===== src/rtl/regfile_wb_ctrl_pkg.sv =====
// Shared register-file constants and helpers for the write-back controller.
package regfile_wb_ctrl_pkg;

    localparam int RegNum     = 32;
    localparam int RegNumLog2 = 5;

    typedef logic [31:0]           RegBus;
    typedef logic [RegNumLog2-1:0] RegAddrBus;

    localparam RegBus ZeroWord    = 32'h0000_0000;
    localparam logic  RstEnable   = 1'b0;
    localparam logic  RstDisable  = 1'b1;
    localparam logic  WriteEnable = 1'b1;

    // One-hot scoreboard mask for a register; register 0 never gets a bit.
    function automatic logic [RegNum-1:0] reg_mask(input RegAddrBus a);
        reg_mask    = '0;
        reg_mask[a] = (a != '0);
    endfunction

endpackage


===== src/rtl/regfile_wb_ctrl_if.sv =====
// Pipeline, MDU, issue and register-file write port signals of the WB controller.
interface regfile_wb_ctrl_if #(
    parameter int DATA_W = 32,
    parameter int ADDR_W = 5
);
    logic              stall_i;
    logic              flush_i;
    logic              mem_wreg_i;
    logic [ADDR_W-1:0] mem_wd_i;
    logic [DATA_W-1:0] mem_wdata_i;
    logic              mdu_valid_i;
    logic [ADDR_W-1:0] mdu_wd_i;
    logic [DATA_W-1:0] mdu_wdata_i;
    logic              mdu_ready_o;
    logic              issue_en_i;
    logic [ADDR_W-1:0] issue_wd_i;
    logic              wr_en_o;
    logic [ADDR_W-1:0] wraddr_o;
    logic [DATA_W-1:0] wrdata_o;
    logic [31:0]       busy_o;

    // Controller side.
    modport slave (
        input  stall_i, flush_i, mem_wreg_i, mem_wd_i, mem_wdata_i,
        input  mdu_valid_i, mdu_wd_i, mdu_wdata_i, issue_en_i, issue_wd_i,
        output mdu_ready_o, wr_en_o, wraddr_o, wrdata_o, busy_o
    );

    // Pipeline / environment side.
    modport master (
        output stall_i, flush_i, mem_wreg_i, mem_wd_i, mem_wdata_i,
        output mdu_valid_i, mdu_wd_i, mdu_wdata_i, issue_en_i, issue_wd_i,
        input  mdu_ready_o, wr_en_o, wraddr_o, wrdata_o, busy_o
    );
endinterface


===== src/rtl/regfile_wb_ctrl_fifo.sv =====
// Small FIFO holding MDU results (destination + data) waiting for the write port.
module wb_fifo #(
    parameter int DEPTH = 2,
    parameter int W     = 37,
    parameter int CW    = $clog2(DEPTH + 1)
) (
    input  logic          clk,
    input  logic          rst,
    input  logic          push,
    input  logic          pop,
    input  logic [W-1:0]  din,
    output logic [W-1:0]  dout,
    output logic [CW-1:0] count,
    output logic          full,
    output logic          empty
);
    import regfile_wb_ctrl_pkg::*;

    localparam int PW = (DEPTH > 1) ? $clog2(DEPTH) : 1;
    localparam logic [PW-1:0] LAST = PW'(DEPTH - 1);
    localparam logic [CW-1:0] CMAX = CW'(DEPTH);

    logic [W-1:0]  mem [DEPTH];
    logic [PW-1:0] wr_ptr, rd_ptr;
    logic [CW-1:0] cnt;

    // Storage: no reset needed, entries are only read when counted valid.
    always_ff @(posedge clk) begin
        if (push) mem[wr_ptr] <= din;
    end

    // Pointers and occupancy; reset discards everything pending.
    always_ff @(posedge clk) begin
        if (rst == RstEnable) begin
            wr_ptr <= '0;
            rd_ptr <= '0;
            cnt    <= '0;
        end else begin
            if (push) wr_ptr <= (wr_ptr == LAST) ? '0 : wr_ptr + 1'b1;
            if (pop)  rd_ptr <= (rd_ptr == LAST) ? '0 : rd_ptr + 1'b1;
            case ({push, pop})
                2'b10:   cnt <= cnt + 1'b1;
                2'b01:   cnt <= cnt - 1'b1;
                default: cnt <= cnt;
            endcase
        end
    end

    assign dout  = mem[rd_ptr];
    assign count = cnt;
    assign full  = (cnt == CMAX);
    assign empty = (cnt == '0);

endmodule


===== src/rtl/regfile_wb_ctrl.sv =====
// Write-back controller: MEM/WB register, MDU result queue, write-port
// arbitration and the pending-MDU-write scoreboard.
module regfile_wb_ctrl
    import regfile_wb_ctrl_pkg::*;
#(
    parameter int DATA_W = 32,
    parameter int ADDR_W = 5,
    parameter int QDEPTH = 2
) (
    input  logic              clk,
    input  logic              rst,
    regfile_wb_ctrl_if.slave  bus
);
    localparam int CW = $clog2(QDEPTH + 1);
    localparam logic [CW-1:0] QFULL = CW'(QDEPTH);

    logic              wb_valid, wb_done;
    logic [ADDR_W-1:0] wb_wd;
    logic [DATA_W-1:0] wb_wdata;

    logic              grant_pipe, grant_q;
    logic              q_push, q_full, q_empty;
    logic [CW-1:0]     q_count;
    logic [ADDR_W+DATA_W-1:0] q_dout;
    logic [ADDR_W-1:0] q_wd;
    logic [DATA_W-1:0] q_wdata;

    logic [RegNum-1:0] busy, busy_nxt;

    // MEM/WB register: stall holds (and beats flush); a written entry is marked
    // done so a long stall writes it once and hands the port to the queue.
    always_ff @(posedge clk) begin
        if (rst == RstEnable) begin
            wb_valid <= 1'b0;
            wb_done  <= 1'b0;
            wb_wd    <= '0;
            wb_wdata <= '0;
        end else if (!bus.stall_i) begin
            wb_valid <= bus.mem_wreg_i & ~bus.flush_i & (bus.mem_wd_i != '0);
            wb_done  <= 1'b0;
            wb_wd    <= bus.mem_wd_i;
            wb_wdata <= bus.mem_wdata_i;
        end else if (grant_pipe) begin
            wb_done  <= 1'b1;
        end
    end

    // Destination 0 results are dropped at the door rather than queued.
    assign q_push = bus.mdu_valid_i & (rst == RstDisable) & ~q_full
                  & (bus.mdu_wd_i != '0);

    wb_fifo #(
        .DEPTH (QDEPTH),
        .W     (ADDR_W + DATA_W),
        .CW    (CW)
    ) u_fifo (
        .clk   (clk),
        .rst   (rst),
        .push  (q_push),
        .pop   (grant_q),
        .din   ({bus.mdu_wd_i, bus.mdu_wdata_i}),
        .dout  (q_dout),
        .count (q_count),
        .full  (q_full),
        .empty (q_empty)
    );

    assign {q_wd, q_wdata} = q_dout;

    // Pipeline results have priority; the queue head fills any idle slot.
    assign grant_pipe = wb_valid & ~wb_done;
    assign grant_q    = ~grant_pipe & ~q_empty;

    // Write port mux, zeroed when idle.
    always_comb begin
        bus.wr_en_o  = 1'b0;
        bus.wraddr_o = '0;
        bus.wrdata_o = '0;
        if (grant_pipe) begin
            bus.wr_en_o  = WriteEnable;
            bus.wraddr_o = wb_wd;
            bus.wrdata_o = wb_wdata;
        end else if (grant_q) begin
            bus.wr_en_o  = WriteEnable;
            bus.wraddr_o = q_wd;
            bus.wrdata_o = q_wdata;
        end
    end

    // Scoreboard next state: clear on pop, then set on issue so set wins.
    always_comb begin
        busy_nxt = busy;
        if (grant_q)
            busy_nxt = busy_nxt & ~reg_mask(RegAddrBus'(q_wd));
        if (bus.issue_en_i)
            busy_nxt = busy_nxt | reg_mask(RegAddrBus'(bus.issue_wd_i));
        busy_nxt[0] = 1'b0;
    end

    // Scoreboard register.
    always_ff @(posedge clk) begin
        if (rst == RstEnable) busy <= '0;
        else                  busy <= busy_nxt;
    end

    assign bus.busy_o      = busy;
    assign bus.mdu_ready_o = (rst == RstDisable) & (q_count < QFULL);

endmodule

===== src/flat_wrapper.sv =====
// flat-port wrapper written by rule: the top's interface ports become plain ports
module regfile_wb_ctrl_flat import regfile_wb_ctrl_pkg::*;
#(
    parameter int DATA_W = 32,
    parameter int ADDR_W = 5,
    parameter int QDEPTH = 2
)
  (clk, rst, bus_stall_i, bus_flush_i, bus_mem_wreg_i, bus_mem_wd_i, bus_mem_wdata_i, bus_mdu_valid_i, bus_mdu_wd_i, bus_mdu_wdata_i, bus_issue_en_i, bus_issue_wd_i, bus_mdu_ready_o, bus_wr_en_o, bus_wraddr_o, bus_wrdata_o, bus_busy_o);
  regfile_wb_ctrl_if #(.DATA_W(DATA_W), .ADDR_W(ADDR_W)) bus_i ();
  input  logic clk;
  input  logic rst;
  input wire logic [$bits(bus_i.stall_i)-1:0] bus_stall_i;
  input wire logic [$bits(bus_i.flush_i)-1:0] bus_flush_i;
  input wire logic [$bits(bus_i.mem_wreg_i)-1:0] bus_mem_wreg_i;
  input wire logic [$bits(bus_i.mem_wd_i)-1:0] bus_mem_wd_i;
  input wire logic [$bits(bus_i.mem_wdata_i)-1:0] bus_mem_wdata_i;
  input wire logic [$bits(bus_i.mdu_valid_i)-1:0] bus_mdu_valid_i;
  input wire logic [$bits(bus_i.mdu_wd_i)-1:0] bus_mdu_wd_i;
  input wire logic [$bits(bus_i.mdu_wdata_i)-1:0] bus_mdu_wdata_i;
  input wire logic [$bits(bus_i.issue_en_i)-1:0] bus_issue_en_i;
  input wire logic [$bits(bus_i.issue_wd_i)-1:0] bus_issue_wd_i;
  output wire logic [$bits(bus_i.mdu_ready_o)-1:0] bus_mdu_ready_o;
  output wire logic [$bits(bus_i.wr_en_o)-1:0] bus_wr_en_o;
  output wire logic [$bits(bus_i.wraddr_o)-1:0] bus_wraddr_o;
  output wire logic [$bits(bus_i.wrdata_o)-1:0] bus_wrdata_o;
  output wire logic [$bits(bus_i.busy_o)-1:0] bus_busy_o;
  assign bus_i.stall_i = bus_stall_i;
  assign bus_i.flush_i = bus_flush_i;
  assign bus_i.mem_wreg_i = bus_mem_wreg_i;
  assign bus_i.mem_wd_i = bus_mem_wd_i;
  assign bus_i.mem_wdata_i = bus_mem_wdata_i;
  assign bus_i.mdu_valid_i = bus_mdu_valid_i;
  assign bus_i.mdu_wd_i = bus_mdu_wd_i;
  assign bus_i.mdu_wdata_i = bus_mdu_wdata_i;
  assign bus_i.issue_en_i = bus_issue_en_i;
  assign bus_i.issue_wd_i = bus_issue_wd_i;
  assign bus_mdu_ready_o = bus_i.mdu_ready_o;
  assign bus_wr_en_o = bus_i.wr_en_o;
  assign bus_wraddr_o = bus_i.wraddr_o;
  assign bus_wrdata_o = bus_i.wrdata_o;
  assign bus_busy_o = bus_i.busy_o;
  regfile_wb_ctrl #(.DATA_W(DATA_W), .ADDR_W(ADDR_W), .QDEPTH(QDEPTH)) u_core (.clk(clk), .rst(rst), .bus(bus_i));
endmodule

===== config.mk =====
export PLATFORM = sky130hd
export DESIGN_NAME = regfile_wb_ctrl_flat
export DESIGN_NICKNAME = d
export VERILOG_FILES = /design/src/rtl/regfile_wb_ctrl_pkg.sv /design/src/rtl/regfile_wb_ctrl_if.sv /design/src/rtl/regfile_wb_ctrl_fifo.sv /design/src/rtl/regfile_wb_ctrl.sv /design/src/flat_wrapper.sv
export SDC_FILE = /design/constraint.sdc
export NUM_CORES = 1
export LEC_CHECK = 0
export BUFFER_PORTS_ARGS = -buffer_cell sky130_fd_sc_hd__buf_2
export CORE_ASPECT_RATIO = 1.4
export CORE_MARGIN = 2
export CORE_UTILIZATION = 30
export DETAILED_ROUTE_END_ITERATION = 12
export MAX_ROUTING_LAYER = met4
export SLEW_MARGIN = 20
export SYNTH_ARGS = -nofsm -noshare
export SYNTH_HDL_FRONTEND = slang
export SYNTH_SLANG_ARGS = --single-unit

===== constraint.sdc =====
create_clock -name clk -period 3.9 [get_ports clk]
set_clock_uncertainty 0.2 [all_clocks]
set_input_delay 0.39 -clock clk [delete_from_list [all_inputs] [get_ports clk]]
set_output_delay 0.39 -clock clk [all_outputs]
set_load 0.01 [all_outputs]

* Yosys cells after proc, flatten, opt, wreduce, memory -nomap -nowiden
Memories as Yosys holds them, arrays and structs flattened. A register that Yosys moved wholly into a read port is not among the register bits.
Index checks and enable logic that the tools add are counted.
** Storage, ports and cells
- Bits in registers :: 75
- Bits in latches :: 0
- Memory bits (writable) :: 74
- Bits in read-only memories :: 0
- Bits of input ports :: 86
- Output and inout bits :: 71
- Word-level logic and storage cells :: 68
- Memories :: 1
** Cells by class
- Add/subtract/negate cells :: 4
- Multiply operators :: 0
- Div/mod/pow operators :: 0
- $lt $le $gt $ge :: 5
- Eq/ne operators :: 3
- Shift-type cells :: 0
- Muxes and demuxes :: 19
- Bitwise gates (word level) :: 18
- Reductions and logical operators :: 9
** Memories
- u_core.u_fifo.mem :: depth 2, width 37, read ports 1, clocked after Yosys merged registers in 1, write ports 1, RTL line regfile_wb_ctrl_fifo.sv:23 : logic [W-1:0] mem [DEPTH];
** Operators with widths (number)
- 32-bit two-way mux :: 4
- 32-bit AND :: 3
- 32-bit NOT :: 1
- 32-bit bitwise OR :: 1
- 5-bit nonzero test :: 4
- 5-bit by 6-bit < comparator with 1-bit output, second input constant :: 2
- 1-bit demux with 5-bit select :: 2
- 5-bit by 1-bit >= comparator with 1-bit output, second input constant :: 2
- 1-bit two-way mux :: 10
- 5-bit two-way mux :: 2
- 1-bit AND :: 8
- 1-bit NOT :: 5
- 2-bit == test, second input constant :: 2
- 2-bit one-hot mux with 2 select lines :: 1
- 1-bit adder, second input constant :: 2
- 2-bit by 1-bit adder with 2-bit output, second input constant :: 1
- 2-bit by 1-bit == test with 1-bit output, second input constant :: 1
- 1-bit logical AND :: 2
- 2-bit zero test :: 1
- 2-bit < comparator, second input constant :: 1
- 2-bit AND reduction :: 1
- 2-bit nonzero test :: 1
- 2-bit by 1-bit subtractor with 2-bit output, second input constant :: 1

* Depth between registers and ports, before layout
- Word-level depth :: 10
- Mapped depth :: 10
- Gate-level depth less buffers :: 7

* By module
A second synthesis with hierarchy kept.
** Second synthesis, totals
- Cell total of the unflattened synthesis :: 564
- Area, all modules :: 6428.7 um^2
** By module, submodules not included
- regfile_wb_ctrl :: instances 1, cells an instance 427, area an instance 3545.9 um^2, seq. area each 1401.3 um^2
- wb_fifo :: instances 1, cells an instance 137, area an instance 2882.8 um^2, seq. area each 2322.2 um^2

* Least setup slack after synthesis
Ideal clock, no wire load.
- Path kind :: register to register
- Start point :: register u_core.u_fifo.cnt[0] (netlist: u_core.u_fifo.count[0])
- End point :: memory u_core.u_fifo.mem[0][0] (enable)
- Setup time :: 0.431 ns
- Arrival :: 2.319 ns
- Data required time :: 3.269 ns
- Slack :: 0.950 ns
- Stages on the path, launching flop included :: 4
- Buffers on the path :: 0
- Clock period less this slack :: 2.950 ns
- Cells stage by stage :: dfxtp_1 -> nand2b_1 -> o2111ai_2 -> nor2_1
** Between the ends
- Cells in the longest elaborated chain, start to end :: 6
** RTL lines
- start, declared :: RTL line regfile_wb_ctrl_fifo.sv:25 : logic [CW-1:0] cnt;
- start signal, assigned :: RTL line regfile_wb_ctrl_fifo.sv:42 : 2'b10: cnt <= cnt + 1'b1;
- start signal, assigned :: RTL line regfile_wb_ctrl_fifo.sv:43 : 2'b01: cnt <= cnt - 1'b1;
- start signal, assigned :: RTL line regfile_wb_ctrl_fifo.sv:44 : default: cnt <= cnt;
- 2-bit == test :: RTL line regfile_wb_ctrl_fifo.sv:51 : assign full = (cnt == CMAX);
- 1-bit NOT :: RTL line regfile_wb_ctrl.sv:49 : assign q_push = bus.mdu_valid_i & (rst == RstDisable) & ~q_full
- 1-bit AND :: RTL line regfile_wb_ctrl.sv:49
- 1-bit AND :: RTL line regfile_wb_ctrl.sv:50 : & (bus.mdu_wd_i != '0);
- 1-bit two-way mux :: RTL line regfile_wb_ctrl_fifo.sv:29 : if (push) mem[wr_ptr] <= din;
- 1-bit two-way mux (not written as such) :: RTL line regfile_wb_ctrl_fifo.sv:29
- end, declared :: RTL line regfile_wb_ctrl_fifo.sv:23
No other way between the ends.

* Worst setup path after layout
- Start point :: register u_core.wb_valid
- End point :: output port bus_wrdata_o[1]
** Between the ends
- Cells in the longest elaborated chain, start to end :: 5
** RTL lines
- start, declared :: RTL line regfile_wb_ctrl.sv:17 : logic wb_valid, wb_done;
- start signal, assigned :: RTL line regfile_wb_ctrl.sv:39 : wb_valid <= bus.mem_wreg_i & ~bus.flush_i & (bus.mem_wd_i != '0);
- 1-bit AND * :: RTL line regfile_wb_ctrl.sv:71 : assign grant_pipe = wb_valid & ~wb_done;
- 1-bit NOT :: RTL line regfile_wb_ctrl.sv:72 : assign grant_q = ~grant_pipe & ~q_empty;
- 1-bit AND :: RTL line regfile_wb_ctrl.sv:72
- 32-bit two-way mux :: RTL line regfile_wb_ctrl.sv:83 : end else if (grant_q) begin
- 32-bit two-way mux * :: RTL line regfile_wb_ctrl.sv:79 : if (grant_pipe) begin
- end, declared :: RTL line flat_wrapper.sv:25 : output wire logic [$bits(bus_i.wrdata_o)-1:0] bus_wrdata_o;
Mark *: on every way between the ends. The rest lies on a longest branch, timed or not.

==> flow_summary.yaml <==
outcome:
  run_status: "complete, no violations"
logic_synthesis:
  synthTopCellsByCount: "101 x nand2_1, 75 x dfxtp_1, 75 x mux2i_1, 74 x edfxtp_1, 41 x nor2_1"
  synth-main-ff-cell: "dfxtp_1"
  yosysUniqueCellTypes: 44
  yosysTopAreaCellShare: 0.350
  ys_seq_area_frac: 0.586
  yosys.cell_count.top_type: "nand2_1"
  syn-num-nets: 653
  synth_top_area_cell: "edfxtp_1"
  synth.area.top_cells: "edfxtp_1 35%, dfxtp_1 24%, mux2i_1 12%"
  synth_edf_count: 74
  synthArstFlopShare: 0
  yosys_warnings: 0
  ys_ff_latch: 149
  syn_inst: 566
  synthesis.area_sq_um: 6350
  syn_area_per_cell_sq_um: 11.2
clocking:
  clock_latency_ns: 0.42
  cts_tree: "yes"
  path_clk_slew_ns: 0.06
  cts_inserted_buffers: 17
  htreeDepth: 4
  ctsLongestPathBuffers: 2
  ctsResizeCount: 0
  cts_sinks: 149
  root_buffer: "clkbuf_16"
drt:
  num_vias: 5164
  ant_nets: 0
  drcViolationCount: 0
  totalWireLength_mm: 16.5
  post_drt_via_cell_ratio: 4.94
  drt_iter0_markers: 294
  wire_per_inst_um: 15.8
  firstDrtPassIters: 5
critical_path:
  crit_path_start_kind: "register"
  worstRegToRegCells: 6
  worstPathCellList: "nor2b_4 -> or2_1 -> buf_4 -> o21ai_0 -> buf_2"
  crit_cells: 5
  setup.worst_path.start: "u_core.wb_valid"
  reg2reg_slack_ns: 1.27
  path_delay_family: "simple AND/OR/NAND/NOR gates"
  critical_path_class: "reg2out"
  slowest_delay_ns: 0.56
  crit_path_end: "bus_wrdata_o[1]"
  critical_path.max_fanout: 25
  critPathRequiredTime_ns: 3.31
  regToRegEndpoint: "u_core.u_fifo.count[1]"
  worstPathArrival_ns: 2.50
  path_buf_inv: 2
  endpoint_kind: "output pin"
  crit_path_top_delay_cell: "nor2b_4"
  r2r-start: "u_core.wb_valid"
global_route:
  use_met3: 0.0333
  grt_util_met2: 0.256
  grtUsageTotal: 0.153
  grt_pass1_vias: 4813
  top_usage_layer: "met2"
  grt_max_degree: 70
  grt-ovfl-total: 0
  antenna_found_initial: 0
  grt_pass1_wl_mm: 25.9
  grt_use_met1: 0.181
die:
  ios: 157
  die_w_um: 127
  die_h_um: 176
  dieArea_sq_um: 22400
  row_count: 63
  core_sq_um: 21000
  initial_core_util: 0.303
power:
  total_power_mw: 4.85
  peakVddDrop_v: 0.000343
  seq_power_share: 0.427
  p_leak_nw: 3.35
  p_int_mw: 3.27
  switching_share: 0.325
  power_frac_comb: 0.250
  p_clk_frac: 0.323
  p_per_area_nw_per_um2: 566
  p_switching_mw: 1.58
timing:
  setup_violations: 0
  maxSlewViolCount: 0
  max_slew_margin: 0.438
  final.setup.worst_slack_ns: 0.809
  tns_ns: 0
  timing.fmax_ghz: 0.324
  finalHoldViolations: 0
  layout_min_cycle_time_ns: 3.09
  worst_pin_slew_ns: 0.843
  fin_crit_sh: 0.792
  rsz0062_at_grt: "no"
placement:
  preCtsSetupSlack_ns: 1.27
  io_buffers: 155
  gp_congestion: 0.758
  dp_hpwl_mm: 11.1
final_layout:
  drive_above_1_share: 0.258
  fin_nets: 860
  syn_to_final_growth_pct: 34.7
  nFillCells: 2048
  diodes: 0
job:
  maxCapViolCount: 0
hold_path:
  hp-class: "in2reg"
cells by family (layout without fill, tap and decap cells):
group                      count (synthesis)  in the layout  share of synthesized area
and+or+nand+nor                          219            219                      0.176
DFF                                      149            149                      0.586
AOI/OAI and AO/OA                         81             81                     0.0855
muxes                                     75             75                      0.118
buffers and inverters                     38            258                     0.0291
xor gates and xnor gates                   2              2                    0.00276
adders and majority gates                  1              1                    0.00197
other                                      1              1                   0.000590
area by class of cell:
type | count | area, sq um | share of cell area
Clock inverter | 11 | 91.3 | 0.0107
Sequential cell | 149 | 3730 | 0.436
Inverter | 3 | 11.3 | 0.00132
Clock buffer | 21 | 472 | 0.0551
Tap cell | 260 | 325 | 0.0380
Multi-Input combinational cell | 379 | 2470 | 0.288
Timing Repair Buffer | 223 | 1460 | 0.171
cell usage in the layout (no fill, tap or decap), types with 31 or more instances in the layout:
cell           count
buf_2            155
dfxtp_1           74
dlygate4sd3_1     61
edfxtp_1          74
mux2i_1           75
nand2_1          101
nand4_1           32
nor2_1            39
o211ai_1          31
o21ai_0           40
worst min path at each step:
stage,to,from,cells past startpoint
after floorplan,u_core.wb_valid,u_core.wb_valid,2
after global placement,u_core.wb_valid,u_core.wb_valid,2
after detailed placement,u_core.wb_valid,u_core.wb_valid,2
after CTS,u_core.wb_wdata[11],bus_mem_wdata_i[11],3
after global routing,u_core.wb_wdata[19],bus_mem_wdata_i[19],3
final,u_core.wb_wdata[24],bus_mem_wdata_i[24],3
tightest hold or removal path, stage by stage:
cell and delay, ns:
buf_2 0.08, mux2i_1 0.05, nor2_1 0.08
what timing repair did:
item | 4_1_cts | 5_1_grt
endpoints found under the setup margin | 0 | 0
hold buffers | 61 | 0
buffers inserted | 0 | 0
endpoints found under the hold margin | 98 | 0
per-layer routing:
layer | routed length [um] | share of wire
met1 | 6900 | 0.42
met2 | 8420 | 0.51
met3 | 879 | 0.053
met4 | 346 | 0.021
met5 | 0 | 0
through the flow:
stage                util  std cells  hold WS [ns]  instance area [sq um]
floorplan               -        566         0.250                   6350
global placement    0.350        951         0.271                   7340
detailed placement  0.352        953         0.275                   7380
CTS                 0.408       1046     0.0000472                   8560
global route        0.408       1046       0.00758                   8560
finish              0.408       1046        0.0159                   8560
power by group through the flow:
| stage | combinational (mW) | sequential [mW] | clock [mW] |
|---|---|---|---|
| floorplan | 0.810 | 1.99 | 0 |
| global placement | 1.15 | 2.10 | 0 |
| detailed placement | 1.18 | 2.11 | 0 |
| CTS | 1.23 | 2.07 | 1.61 |
| global route | 1.33 | 2.10 | 1.68 |
| finish | 1.21 | 2.07 | 1.57 |
sequential cells by signal, indices dropped and copies added, names as in the netlist, named ones only:
name and count:
u_core.wb_done 1, u_core.u_fifo.wr_ptr 1, u_core.u_fifo.count 2, u_core.u_fifo.mem 74
u_core.wb_wd 5, u_core.bus.busy_o 31, u_core.wb_valid 1, u_core.u_fifo.rd_ptr 1
u_core.wb_wdata 32
(Power assumes the default switching activity.)
